$ cat config.mk
export PLATFORM = sky130hd
export DESIGN_NAME = sd_data_tx
export DESIGN_NICKNAME = d
export VERILOG_FILES = /design/src/rtl/sd_data_tx_pkg.sv /design/src/rtl/sd_data_tx_crc16.sv /design/src/rtl/sd_data_tx.sv
export SDC_FILE = /design/constraint.sdc
export NUM_CORES = 1
export LEC_CHECK = 0
export ABC_AREA = 1
export BUFFER_PORTS_ARGS = -buffer_cell sky130_fd_sc_hd__buf_2
export CORE_ASPECT_RATIO = 1.75
export CORE_MARGIN = 5
export CORE_UTILIZATION = 50
export CTS_CLUSTER_DIAMETER = 80
export DETAILED_ROUTE_END_ITERATION = 12
export HOLD_SLACK_MARGIN = 0.06
export PLACE_DENSITY = 0.77
export SYNTH_ARGS = -nofsm -noshare
export SYNTH_HDL_FRONTEND = slang
export SYNTH_SLANG_ARGS = --single-unit
$ cat constraint.sdc
create_clock -name clk -period 3.2 [get_ports clk]
set_input_delay 0.48 -clock clk [delete_from_list [all_inputs] [get_ports clk]]
set_output_delay 0.48 -clock clk [all_outputs]
set_load 0.02 [all_outputs]
$ cat src/rtl/sd_data_tx_pkg.sv
// Shared types and constants for the SD DAT0 block transmitter.
// SD_TX_BUSY_WAIT_EN adds the card-busy WAIT state.
package sd_data_tx_pkg;

    localparam int unsigned START_BITS = 1;
    localparam int unsigned CRC_BITS   = 16;
    localparam int unsigned STOP_BITS  = 1;
    localparam int unsigned CRC_CNT_W  = $clog2(CRC_BITS);

    localparam logic [15:0] CRC16_POLY = 16'h1021;

`ifdef SD_TX_BUSY_WAIT_EN
    typedef enum logic [2:0] {
        ST_IDLE,
        ST_START,
        ST_DATA,
        ST_CRC,
        ST_STOP,
        ST_WAIT
    } tx_state_t;
`else
    typedef enum logic [2:0] {
        ST_IDLE,
        ST_START,
        ST_DATA,
        ST_CRC,
        ST_STOP
    } tx_state_t;
`endif

    // One serial step of the CRC16 LFSR.
    function automatic logic [15:0] crc16_step(input logic [15:0] crc, input logic bit_in);
        logic fb;
        fb = bit_in ^ crc[15];
        return {crc[14:0], 1'b0} ^ (fb ? CRC16_POLY : 16'h0000);
    endfunction

endpackage

$ cat src/rtl/sd_data_tx_crc16.sv
// Serial CRC16 (x^16+x^12+x^5+1) accumulator with synchronous clear.
module sd_crc16_sync
    import sd_data_tx_pkg::*;
(
    input  logic        clk,
    input  logic        rst,
    input  logic        clr,
    input  logic        en,
    input  logic        bit_in,
    output logic [15:0] crc
);

    always_ff @(posedge clk) begin
        if (rst || clr) begin
            crc <= 16'h0000;
        end else if (en) begin
            crc <= crc16_step(crc, bit_in);
        end
    end

endmodule

$ cat src/rtl/sd_data_tx.sv
// SD DAT0 single-line block transmitter: start bit, payload, CRC16, end bit.
// SD_TX_BUSY_WAIT_EN enables waiting for card busy release after the end bit.
module sd_data_tx
    import sd_data_tx_pkg::*;
#(
    parameter int unsigned BLK_W = 10
) (
    input  logic             clk,
    input  logic             rst,
    input  logic             start,
    input  logic [BLK_W-1:0] blk_len,
    input  logic             bit_en,
    input  logic [7:0]       data_in,
    input  logic             data_valid,
    output logic             data_ready,
    output logic             sd_dat_o,
    output logic             sd_dat_oe,
    input  logic             sd_dat_i,
    output logic             busy,
    output logic             done,
    output logic             underrun,
    output logic [15:0]      crc_o
);

    tx_state_t              state, state_n;
    logic [BLK_W-1:0]       len_q, len_n;
    logic [BLK_W-1:0]       byte_cnt, byte_cnt_n;
    logic [BLK_W-1:0]       acc_cnt, acc_cnt_n;
    logic [2:0]             bit_cnt, bit_cnt_n;
    logic [7:0]             shift_q, shift_n;
    logic [7:0]             hold_q, hold_n;
    logic                   hold_full, hold_full_n;
    logic [15:0]            cshift, cshift_n;
    logic [CRC_CNT_W-1:0]   crc_cnt, crc_cnt_n;
    logic                   dat_n, oe_n, ready_n, busy_n, done_n, underrun_n;
    logic [15:0]            crc_o_n;

    logic                   crc_clr, crc_en, crc_bit;
    logic [15:0]            crc;
    logic                   hs, byte_avail, take;
    logic [7:0]             byte_src;

`ifndef SD_TX_BUSY_WAIT_EN
    logic unused_sd_dat_i;
    assign unused_sd_dat_i = sd_dat_i;
`endif

    sd_crc16_sync u_crc (
        .clk    (clk),
        .rst    (rst),
        .clr    (crc_clr),
        .en     (crc_en),
        .bit_in (crc_bit),
        .crc    (crc)
    );

    // Next-state and output logic; a byte arriving this cycle may bypass the hold register.
    always_comb begin
        state_n     = state;
        len_n       = len_q;
        byte_cnt_n  = byte_cnt;
        acc_cnt_n   = acc_cnt;
        bit_cnt_n   = bit_cnt;
        shift_n     = shift_q;
        hold_n      = hold_q;
        hold_full_n = hold_full;
        cshift_n    = cshift;
        crc_cnt_n   = crc_cnt;
        dat_n       = sd_dat_o;
        oe_n        = sd_dat_oe;
        done_n      = 1'b0;
        underrun_n  = underrun;
        crc_o_n     = crc_o;
        crc_clr     = 1'b0;
        crc_en      = 1'b0;
        crc_bit     = 1'b0;
        take        = 1'b0;

        hs         = data_valid && data_ready;
        byte_avail = hold_full || hs;
        byte_src   = hold_full ? hold_q : data_in;

        if (hs) begin
            acc_cnt_n = acc_cnt + BLK_W'(1);
        end

        case (state)
            ST_IDLE: begin
                if (start) begin
                    state_n    = ST_START;
                    len_n      = blk_len;
                    byte_cnt_n = '0;
                    acc_cnt_n  = '0;
                    bit_cnt_n  = '0;
                    crc_cnt_n  = '0;
                    crc_clr    = 1'b1;
                    underrun_n = 1'b0;
                    dat_n      = 1'b0;
                    oe_n       = 1'b1;
                end
            end
            ST_START: begin
                if (bit_en) begin
                    if (len_q == '0) begin
                        state_n   = ST_CRC;
                        dat_n     = crc[15];
                        cshift_n  = {crc[14:0], 1'b0};
                        crc_cnt_n = '0;
                    end else if (byte_avail) begin
                        take = 1'b1;
                    end else begin
                        underrun_n = 1'b1;
                    end
                end
            end
            ST_DATA: begin
                if (bit_en) begin
                    if (bit_cnt != 3'd7) begin
                        dat_n     = shift_q[6];
                        shift_n   = {shift_q[6:0], 1'b0};
                        bit_cnt_n = bit_cnt + 3'd1;
                        crc_en    = 1'b1;
                        crc_bit   = shift_q[6];
                    end else if (byte_cnt == len_q) begin
                        state_n   = ST_CRC;
                        dat_n     = crc[15];
                        cshift_n  = {crc[14:0], 1'b0};
                        crc_cnt_n = '0;
                    end else if (byte_avail) begin
                        take = 1'b1;
                    end else begin
                        underrun_n = 1'b1;
                    end
                end
            end
            ST_CRC: begin
                if (bit_en) begin
                    if (crc_cnt == CRC_CNT_W'(CRC_BITS - 1)) begin
                        state_n = ST_STOP;
                        dat_n   = 1'b1;
                    end else begin
                        dat_n     = cshift[15];
                        cshift_n  = {cshift[14:0], 1'b0};
                        crc_cnt_n = crc_cnt + CRC_CNT_W'(1);
                    end
                end
            end
            ST_STOP: begin
                if (bit_en) begin
                    oe_n    = 1'b0;
                    dat_n   = 1'b1;
                    crc_o_n = crc;
`ifdef SD_TX_BUSY_WAIT_EN
                    state_n = ST_WAIT;
`else
                    state_n = ST_IDLE;
                    done_n  = 1'b1;
`endif
                end
            end
`ifdef SD_TX_BUSY_WAIT_EN
            ST_WAIT: begin
                if (bit_en && sd_dat_i) begin
                    state_n = ST_IDLE;
                    done_n  = 1'b1;
                end
            end
`endif
            default: begin
                state_n = ST_IDLE;
            end
        endcase

        // Move the next byte onto the line, MSB first.
        if (take) begin
            state_n    = ST_DATA;
            shift_n    = byte_src;
            dat_n      = byte_src[7];
            crc_en     = 1'b1;
            crc_bit    = byte_src[7];
            bit_cnt_n  = '0;
            byte_cnt_n = byte_cnt + BLK_W'(1);
        end

        if (take && hold_full) begin
            hold_full_n = 1'b0;
        end
        if (hs && !take) begin
            hold_n      = data_in;
            hold_full_n = 1'b1;
        end

        busy_n  = (state_n != ST_IDLE);
        ready_n = (state_n != ST_IDLE) && !hold_full_n && (acc_cnt_n < len_n);
    end

    always_ff @(posedge clk) begin
        if (rst) begin
            state      <= ST_IDLE;
            len_q      <= '0;
            byte_cnt   <= '0;
            acc_cnt    <= '0;
            bit_cnt    <= '0;
            shift_q    <= '0;
            hold_q     <= '0;
            hold_full  <= 1'b0;
            cshift     <= '0;
            crc_cnt    <= '0;
            sd_dat_o   <= 1'b1;
            sd_dat_oe  <= 1'b0;
            data_ready <= 1'b0;
            busy       <= 1'b0;
            done       <= 1'b0;
            underrun   <= 1'b0;
            crc_o      <= 16'h0000;
        end else begin
            state      <= state_n;
            len_q      <= len_n;
            byte_cnt   <= byte_cnt_n;
            acc_cnt    <= acc_cnt_n;
            bit_cnt    <= bit_cnt_n;
            shift_q    <= shift_n;
            hold_q     <= hold_n;
            hold_full  <= hold_full_n;
            cshift     <= cshift_n;
            crc_cnt    <= crc_cnt_n;
            sd_dat_o   <= dat_n;
            sd_dat_oe  <= oe_n;
            data_ready <= ready_n;
            busy       <= busy_n;
            done       <= done_n;
            underrun   <= underrun_n;
            crc_o      <= crc_o_n;
        end
    end

endmodule

==> metrics.md, run 1 <==
| Metric | Value |
|---|---|
| Placed Area | 5510 um^2 |
| Initial Util | 51.1% |
| Area grow syn2layout | 11.6% |
| Initial antenna violation count | 0 |
| Hold bufs inserted after CTS | 0 |
| Count of final hold-check violations | 0 |
| Mux share of post-synthesis cell area | 0.574% |
| Synth Area in Adders | 3.35% |
| Largest area contributor in the synthesized netlist | dfxtp_1 |
| Mapped Area | 5230 um^2 |
| Yosys warnings | 0 |
| Antenna Cells | 0 |
| Total of max-cap violations | 0 |
| Largest net degree at the start of global routing | 42 |
| Setup CP Type | reg -> reg |
| Cell Count, Final, Fillers Out | 901 |
| Async S/R FF share, synth | 0% |
| 1st-iter DRT viols | 292 |
| Outcome | finished clean |
| Hold Path Class | in -> reg |
| Main area contributors after synthesis | dfxtp_1, nand2_1, o21ai_0, a21oi_1, nor2_1 |
| Drt drc | 0 |
| Xor and xnor area share after synthesis | 1.51% |
| Mapped Cells | 737 |
| Die W | 87.3 um |
| Synth Area in Compound Gates | 18.4% |
| Fin area | 5840 um^2 |
| Maximum clock rate | 349 MHz |
| Worst hold stages | 3 |
| Avg Cell Area, Syn | 7.10 um^2 |
| Core area | 10200 um^2 |
| HPWL Detailed | 9450 um |
| Critical Path Start Type | flop |
| Leak Pwr | 2.46 nW |
| Setup bufs post-CTS | 0 |
| Cts repair resizes | 0 |
| # rows | 49 |
| Vias in the first global route | 4773 |
| Post-DRT Antenna Nets | 0 |
| EDFF count, synth | 0 |
| Drt total wl | 12800 um |
| Clk sinks | 109 |
| Clk slew on worst S/H paths | 0.08 ns |
| TNS Setup | 0 ns |
| Slew margin rel. | 48.1% |
| GR Util All Layers | 20.5% |
| Clock Path Buffers | 2 |
| Share of cells above drive strength 1 | 12.4% |
| Final worst path period share | 89.4% |
| Die height | 145 um |
| Largest family of logic cells by synthesized area | simple AND/OR/NAND/NOR gates |
| GR Overflow Total | 0 |
| Worst EP required | 3.49 ns |
| CTS tree | yes |
| Port Buffers | 44 |
| Worst R2R Path Depth | 14 |
| Max VDD drop | 0.328 mV |
| CP arrival | 3.15 ns |
| Worst-path fanout max | 16 |
| Seq/Total Area, Yosys | 41.7% |
| Skew-Pair Late Insertion Delay | 0.36 ns |
| Vias per inst | 5.46 |
| Min Tclk post-route | 2.86 ns |
| Number of distinct library cells after synthesis | 44 |
| # H-tree levels | 3 |
| Pwr per Cell Area | 567 nW/um^2 |
| Die area | 12700 um^2 |
| Worst setup EP type | flop |
| Clock skew | 0.00835 ns |
| Synth top area share | 41.7% |
| RSZ-0062 raised after global routing | no |
| Tightest Pin Transition | 0.776 ns |
| Total placed cells including tap cells | 885 |
| Wirelength per Cell | 14.3 um |
| Utilization after layout | 57.0% |
| Fin. max-slew vios | 0 |
| Final Wtd Congestion | 0.928 |
| Synth Area in Simple Gates | 25.3% |
| Synthesized Nets | 775 |
| Ys flop type | dfxtp_1 |
| Via count | 4923 |
| Ports | 46 |
| DR pass1 iterations | 7 |
| Synth Register Bits | 109 |
| Root Buffer | clkbuf_16 |
| Global-route wire length before repair | 21200 um |
| Final setup fails | 0 |
| Filler cells | 933 |
| Fin nets | 807 |
| CTS Buf Count | 9 |
[Yosys cell counts, types with 3 or more instances]
library cell and instances:
buf_6 3, nor2_2 3, xnor2_1 5, or2_2 3
inv_2 9, buf_4 3, o21ai_0 82, nor3_1 8
inv_1 75, a21oi_1 72, clkbuf_1 19, dfxtp_1 109
nor2_1 81, xor2_1 4, o211ai_1 3, ha_1 14
mux2i_1 3, o21ai_1 6, nand2_1 137, buf_2 6
nand3_1 50, a211oi_1 4, nand4_1 9
[cell type report]
class	count	area [um^2]	area share (%)
sequential	109	2180	37.4
timing repair buffer	52	280	4.80
clock buffer	9	225	3.86
inverter	86	325	5.57
clock inverter	7	103	1.76
tap	127	159	2.72
multi-input combinational	511	2570	43.9
[through the flow]
step | total power, W | hold WS, ns | setup slack [ns]
CTS | 0.00332 | 0.391 | 0.330
global route | 0.00347 | 0.401 | 0.0480
detailed placement | 0.00213 | 0.443 | 0.320
floorplan | 0.00198 | 0.424 | 0.929
finish | 0.00331 | 0.402 | 0.338
global placement | 0.00211 | 0.435 | 0.439
[where the power goes]
group | switching (W) | internal [W]
sequential | 0.0000638 | 0.00146
clock | 0.000564 | 0.000638
combinational | 0.000397 | 0.000187
[worst max-delay path, cell delays in order, from the launching register on]
cell      delay (ns)
dfxtp_1         0.41
inv_2           0.08
nand2_1         0.17
nor2_2          0.08
nand2_1         0.41
clkinv_1        0.37
nor2_1          0.23
ha_1            0.27
nand2_1         0.10
nor2_1          0.05
nand2_1         0.07
o221ai_1        0.13
a21oi_1         0.15
o21ai_0         0.12
a21oi_1         0.13
[state kept, by name (all words and copies together), names as in the netlist]
register and flops:
acc_cnt 10, bit_cnt 3, busy 1, byte_cnt 10
crc_cnt 4, crc_o 16, cshift 15, data_ready 1
done 1, hold_full 1, hold_q 8, len_q 10
sd_dat_o 1, sd_dat_oe 1, shift_q 7, state 3
u_crc.crc 16, underrun 1
[cells by family (layout without fill, tap and decap cells)]
| family | after synthesis | in the layout |
|---|---|---|
| XOR/XNOR | 9 | 9 |
| AO/OA/AOI/OAI | 180 | 180 |
| adder cells (fa/ha/maj) | 14 | 14 |
| buffers and inverters | 117 | 154 |
| flip-flops | 109 | 109 |
| AND/OR/NAND/NOR | 305 | 305 |
| multiplexers | 3 | 3 |
[final timing paths]
check	start	slack [ns]	end
worst max register to register	state[0]	0.34	data_ready
worst min-delay path	data_in[6]	0.40	hold_q[6]
worst min register to register	cshift[2]	0.45	cshift[2]
worst max-delay path	state[0]	0.34	data_ready
[cells in the final DEF (no fill, tap or decap), types with 4 or more instances in the layout]
cell and instances:
inv_1 75, dfxtp_1 109, nand2_1 137, nand4_1 9, buf_2 44, xor2_1 4
inv_2 9, o21ai_1 6, a21oi_1 72, clkbuf_16 9, nor3_1 8, xnor2_1 5
nand3_1 50, o21ai_0 82, nor2_1 81, buf_4 8, ha_1 14, a211oi_1 4
[routing by layer]
metal | vias up | share of wire, % | global-route usage [%]
met5 | - | 0 | 0
met4 | 0 | 3.2 | 8.76
met3 | 43 | 3.4 | 2.78
met2 | 130 | 56 | 39.0
met1 | 2267 | 37 | 21.3
li1 | 2483 | - | -
Power figures use the tool's default switching activity.
==> run 2, diff against run 1 <==
--- a/config.mk
+++ b/config.mk
@@ -13,7 +13,9 @@
 export CTS_CLUSTER_DIAMETER = 80
 export DETAILED_ROUTE_END_ITERATION = 12
 export HOLD_SLACK_MARGIN = 0.06
+export MAX_ROUTING_LAYER = met4
 export PLACE_DENSITY = 0.77
+export RECOVER_POWER = 25
 export SYNTH_ARGS = -nofsm -noshare
 export SYNTH_HDL_FRONTEND = slang
 export SYNTH_SLANG_ARGS = --single-unit
==> metrics.md, run 2 (synthesis results as in run 1) <==
| Metric | Value |
|---|---|
| # rows | 49 |
| Placed Area | 5510 um^2 |
| Outcome | finished clean |
| Vias per inst | 5.45 |
| RSZ-0062 raised after global routing | no |
| Commonest non-fill, non-tap cells in the layout | nand2_1, dfxtp_1, o21ai_0 |
| Maximum clock rate | 351 MHz |
| Worst Setup Slack post-DPL | 0.317 ns |
| Share of cells above drive strength 1 | 9.17% |
| TNS Setup | 0 ns |
| Clk sinks | 109 |
| Tightest Pin Transition | 0.910 ns |
| Initial Util | 51.1% |
| Area grow syn2layout | 10.3% |
| DR pass1 iterations | 5 |
| Max VDD drop | 0.358 mV |
| Fin area | 5770 um^2 |
| HPWL Detailed | 9770 um |
| Global-route wire length before repair | 21900 um |
| Skew-Pair Late Insertion Delay | 0.35 ns |
| Crit path max-delay cell type | ha_1 |
| Final worst path period share | 89.1% |
| Setup bufs post-CTS | 0 |
| CP arrival | 3.14 ns |
| Die height | 145 um |
| CTS Buf Count | 9 |
| Fin nets | 807 |
| Wirelength per Cell | 14.5 um |
| Regs by FF count | crc_o: 16 flops, u_crc.crc: 16 flops, cshift: 15 flops |
| Total of max-cap violations | 0 |
| CP max stage delay | 0.36 ns |
| Worst setup EP type | flop |
| Utilization after layout | 56.3% |
| Critical Path Start Type | flop |
| Hold Path Class | in -> reg |
| Antenna Cells | 0 |
| Min Tclk post-route | 2.85 ns |
| Hold bufs inserted after CTS | 0 |
| Worst EP required | 3.49 ns |
| Worst path cell trace | inv_1, nand2_1, nor2_2, nand2_1, clkbuf_1, nand2_1, o21ai_0, ha_1, a21oi_1, o21a_1, o221ai_1, a21oi_1, o21ai_0, a21oi_1 |
| Die area | 12700 um^2 |
| Final setup fails | 0 |
| Pwr per Cell Area | 555 nW/um^2 |
| 1st-iter DRT viols | 342 |
| Worst hold stages | 3 |
| Worst-path fanout max | 12 |
| Leak Pwr | 2.34 nW |
| Leading cell type in the layout, fill and taps excluded | nand2_1 |
| Core area | 10200 um^2 |
| Cts repair resizes | 0 |
| Vias in the first global route | 4898 |
| # H-tree levels | 3 |
| Ports | 46 |
| Via count | 4908 |
| Largest net degree at the start of global routing | 42 |
| Clk slew on worst S/H paths | 0.07 ns |
| Initial antenna violation count | 0 |
| Port Buffers | 44 |
| Count of final hold-check violations | 0 |
| Clock skew | 0.00762 ns |
| Clock Path Buffers | 2 |
| GR Overflow Total | 0 |
| Root Buffer | clkbuf_16 |
| Setup slack after layout | 0.349 ns |
| Drt drc | 0 |
| Final Wtd Congestion | 0.922 |
| Die W | 87.3 um |
| GR Util All Layers | 21.8% |
| Slew margin rel. | 39.4% |
| Drt total wl | 13100 um |
| WHS | 0.397 ns |
| Setup CP Type | reg -> reg |
| Post-DRT Antenna Nets | 0 |
| CTS tree | yes |
| Fin. max-slew vios | 0 |
| Worst R2R Path Depth | 14 |
-- run 2: layer usage --
metal	track usage (%)	up-vias	routed length [um]
met5	-	-	0
met4	10.1	0	429
met3	2.84	44	427
met2	40.1	100	7390
met1	21.9	2282	4840
li1	-	2482	-
-- run 2: report_power, final --
part	switching, W	internal (W)	leakage, nW
clock network	0.000549	0.000549	0.138
logic	0.000397	0.000182	1.31
registers	0.0000641	0.00146	0.886
-- run 2: worst max-delay path, delay by kind of cell (launching register included) --
family | cells | cell delay, ns
AOI/OAI and AO/OA | 7 | 0.95
adders and majority gates | 1 | 0.36
buffers and inverters | 2 | 0.37
DFF | 1 | 0.35
and+or+nand+nor | 4 | 0.73
-- run 2: cell type report --
class	instances	area [um^2]
clock buffers	9	225
clock inverters	7	66.3
fillers	970	4470
inverters	86	325
multi-input cells	511	2570
flip-flops and latches	109	2180
well taps	127	159
repair buffers	52	245
-- run 2: metrics by stage --
step | power, W | std cells
4_1_cts | 0.00322 | 901
5_1_grt | 0.00337 | 901
2_1_floorplan | 0.00198 | 737
3_5_place_dp | 0.00214 | 885
6_report | 0.00320 | 901
3_3_place_gp | 0.00211 | 885
-- run 2: worst paths after layout --
| path | slack, ns | from | to |
|---|---|---|---|
| setup / recovery | 0.35 | state[0] | data_ready |
| hold / removal | 0.40 | data_in[6] | hold_q[6] |
| setup reg to reg | 0.35 | state[0] | data_ready |
| hold reg to reg | 0.45 | cshift[3] | cshift[3] |
==> run 3, diff against run 2 <==
==> constraint.sdc (replaced) <==
create_clock -name clk -period 2.9 [get_ports clk]
set_input_delay 0.435 -clock clk [delete_from_list [all_inputs] [get_ports clk]]
set_output_delay 0.435 -clock clk [all_outputs]
set_load 0.02 [all_outputs]
==> metrics.md, run 3 (synthesis results as in run 1) <==
| Metric | Value |
|---|---|
| Outcome | finished clean |
| Initial Util | 51.1% |
| Launch point of the worst reg-to-reg path | acc_cnt[0] |
| Critical Path Start Type | flop |
| Core area | 10200 um^2 |
| Total of max-cap violations | 0 |
| Hold bufs inserted after CTS | 0 |
| Setup CP Type | reg -> reg |
| Via count | 4955 |
| Setup slack after layout | 0.276 ns |
| Vias per inst | 5.48 |
| Crit path max-delay cell type | dfxtp_1 |
| Ports | 46 |
| # H-tree levels | 3 |
| Area grow syn2layout | 11.0% |
| Largest net degree at the start of global routing | 42 |
| Drt total wl | 13000 um |
| Clock skew | 0.00784 ns |
| HPWL Detailed | 9720 um |
| Root Buffer | clkbuf_16 |
| Commonest non-fill, non-tap cells in the layout | nand2_1, dfxtp_1, o21ai_0 |
| WHS | 0.355 ns |
| R2R setup slack | 0.28 ns |
| Die area | 12700 um^2 |
| Initial antenna violation count | 0 |
| RSZ-0062 raised after global routing | no |
| GR Overflow Total | 0 |
| Port Buffers | 44 |
| Max VDD drop | 0.343 mV |
| Vias in the first global route | 4914 |
| Maximum clock rate | 381 MHz |
| CP arrival | 2.91 ns |
| CP most frequent cell | nor2_1 |
| Share of cells above drive strength 1 | 9.91% |
| Drt drc | 0 |
| Clock Path Buffers | 2 |
| Skew-Pair Late Insertion Delay | 0.35 ns |
| Post-DRT Antenna Nets | 0 |
| Worst EP required | 3.18 ns |
| Die W | 87.3 um |
| CTS Buf Count | 9 |
| Global-route wire length before repair | 21900 um |
| Wirelength per Cell | 14.4 um |
| 1st-iter DRT viols | 317 |
| TNS Setup | 0 ns |
| CP max stage delay | 0.38 ns |
| Crit Reg-Reg Endpoint | data_ready |
| Fin nets | 810 |
| Worst setup EP type | flop |
| CTS tree | yes |
| Setup crit start | acc_cnt[0] |
| Hold Path Class | in -> reg |
| Worst-path fanout max | 4 |
| Clk sinks | 109 |
| Worst path cell trace | ha_1, inv_1, nor3_1, nand4_1, nor2_1, xnor2_1, nor2_1, ha_1, nand2_1, nor2_1, nand2_1, o221ai_1, a21oi_1, o21ai_0, a21oi_1 |
| Leak Pwr | 2.37 nW |
| Fin. max-slew vios | 0 |
| GR Util All Layers | 21.7% |
| Regs by FF count | crc_o: 16 flops, u_crc.crc: 16 flops, cshift: 15 flops |
| Setup bufs post-CTS | 0 |
| Pwr per Cell Area | 609 nW/um^2 |
| Worst Setup Slack post-DPL | 0.130 ns |
| Leading cell type in the layout, fill and taps excluded | nand2_1 |
| Clk slew on worst S/H paths | 0.07 ns |
| Antenna Cells | 0 |
| Worst R2R Path Depth | 15 |
| Tightest Pin Transition | 0.684 ns |
| Final setup fails | 0 |
| Count of final hold-check violations | 0 |
| # rows | 49 |
| End point of the critical path | data_ready |
| Final Wtd Congestion | 0.909 |
| Final worst path period share | 90.5% |
| Min Tclk post-route | 2.62 ns |
| DR pass1 iterations | 5 |
| Die height | 145 um |
| Slew margin rel. | 54.3% |
run 3: metrics by stage:
step                      instances  util, %  total power, W  cell area, um^2
after floorplan                 737        -         0.00219             5230
after global placement          888     54.1         0.00234             5540
after detailed placement        888     54.1         0.00237             5540
after CTS                       904     57.0         0.00356             5830
after global routing            904     56.7         0.00372             5810
final                           904     56.7         0.00354             5810
run 3: routing by layer:
| metal | track usage (%) | part of all wire (%) |
|---|---|---|
| met3 | 3.01 | 3.5 |
| met5 | - | 0 |
| met4 | 11.0 | 3.5 |
| met1 | 21.6 | 36 |
| met2 | 39.5 | 57 |
run 3: cell type report:
type | count | area (um^2)
fillers | 967 | 4430
multi-input cells | 511 | 2570
flip-flops and latches | 109 | 2180
inverters | 86 | 325
repair buffers | 55 | 275
clock buffers | 12 | 267
well taps | 127 | 159
clock inverters | 4 | 31.3
run 3: power breakdown:
| group | total (W) | internal [W] | switching [W] | leakage (nW) |
|---|---|---|---|---|
| logic | 0.000658 | 0.000211 | 0.000447 | 1.34 |
| clock network | 0.00120 | 0.000656 | 0.000545 | 0.149 |
| registers | 0.00168 | 0.00161 | 0.0000660 | 0.886 |
| total | 0.00354 | 0.00248 | 0.00106 | 2.37 |
run 3: how the worst min path moves through the flow:
| stage | startpoint | endpoint | slack, ns | cells past startpoint |
|---|---|---|---|---|
| after floorplan | cshift[4] | cshift[4] | 0.42 | 2 |
| after global placement | cshift[13] | cshift[13] | 0.43 | 2 |
| after detailed placement | cshift[2] | cshift[2] | 0.45 | 2 |
| after CTS | blk_len[6] | len_q[6] | 0.35 | 3 |
| after global routing | data_in[6] | hold_q[6] | 0.36 | 3 |
| final | blk_len[6] | len_q[6] | 0.35 | 3 |
run 3: worst max-delay path, delay by kind of cell (launching register included):
kind                       cells  cell delay (ns)
and+or+nand+nor                7             1.02
xor gates and xnor gates       1             0.17
adders and majority gates      2             0.44
buffers and inverters          1             0.05
DFF                            1             0.38
AOI/OAI and AO/OA              4             0.51
run 3: what timing repair did:
action | CTS | global route
resized for setup | 0 | 1
endpoints found under the setup margin | 0 | 1
endpoints found under the hold margin | 0 | 0
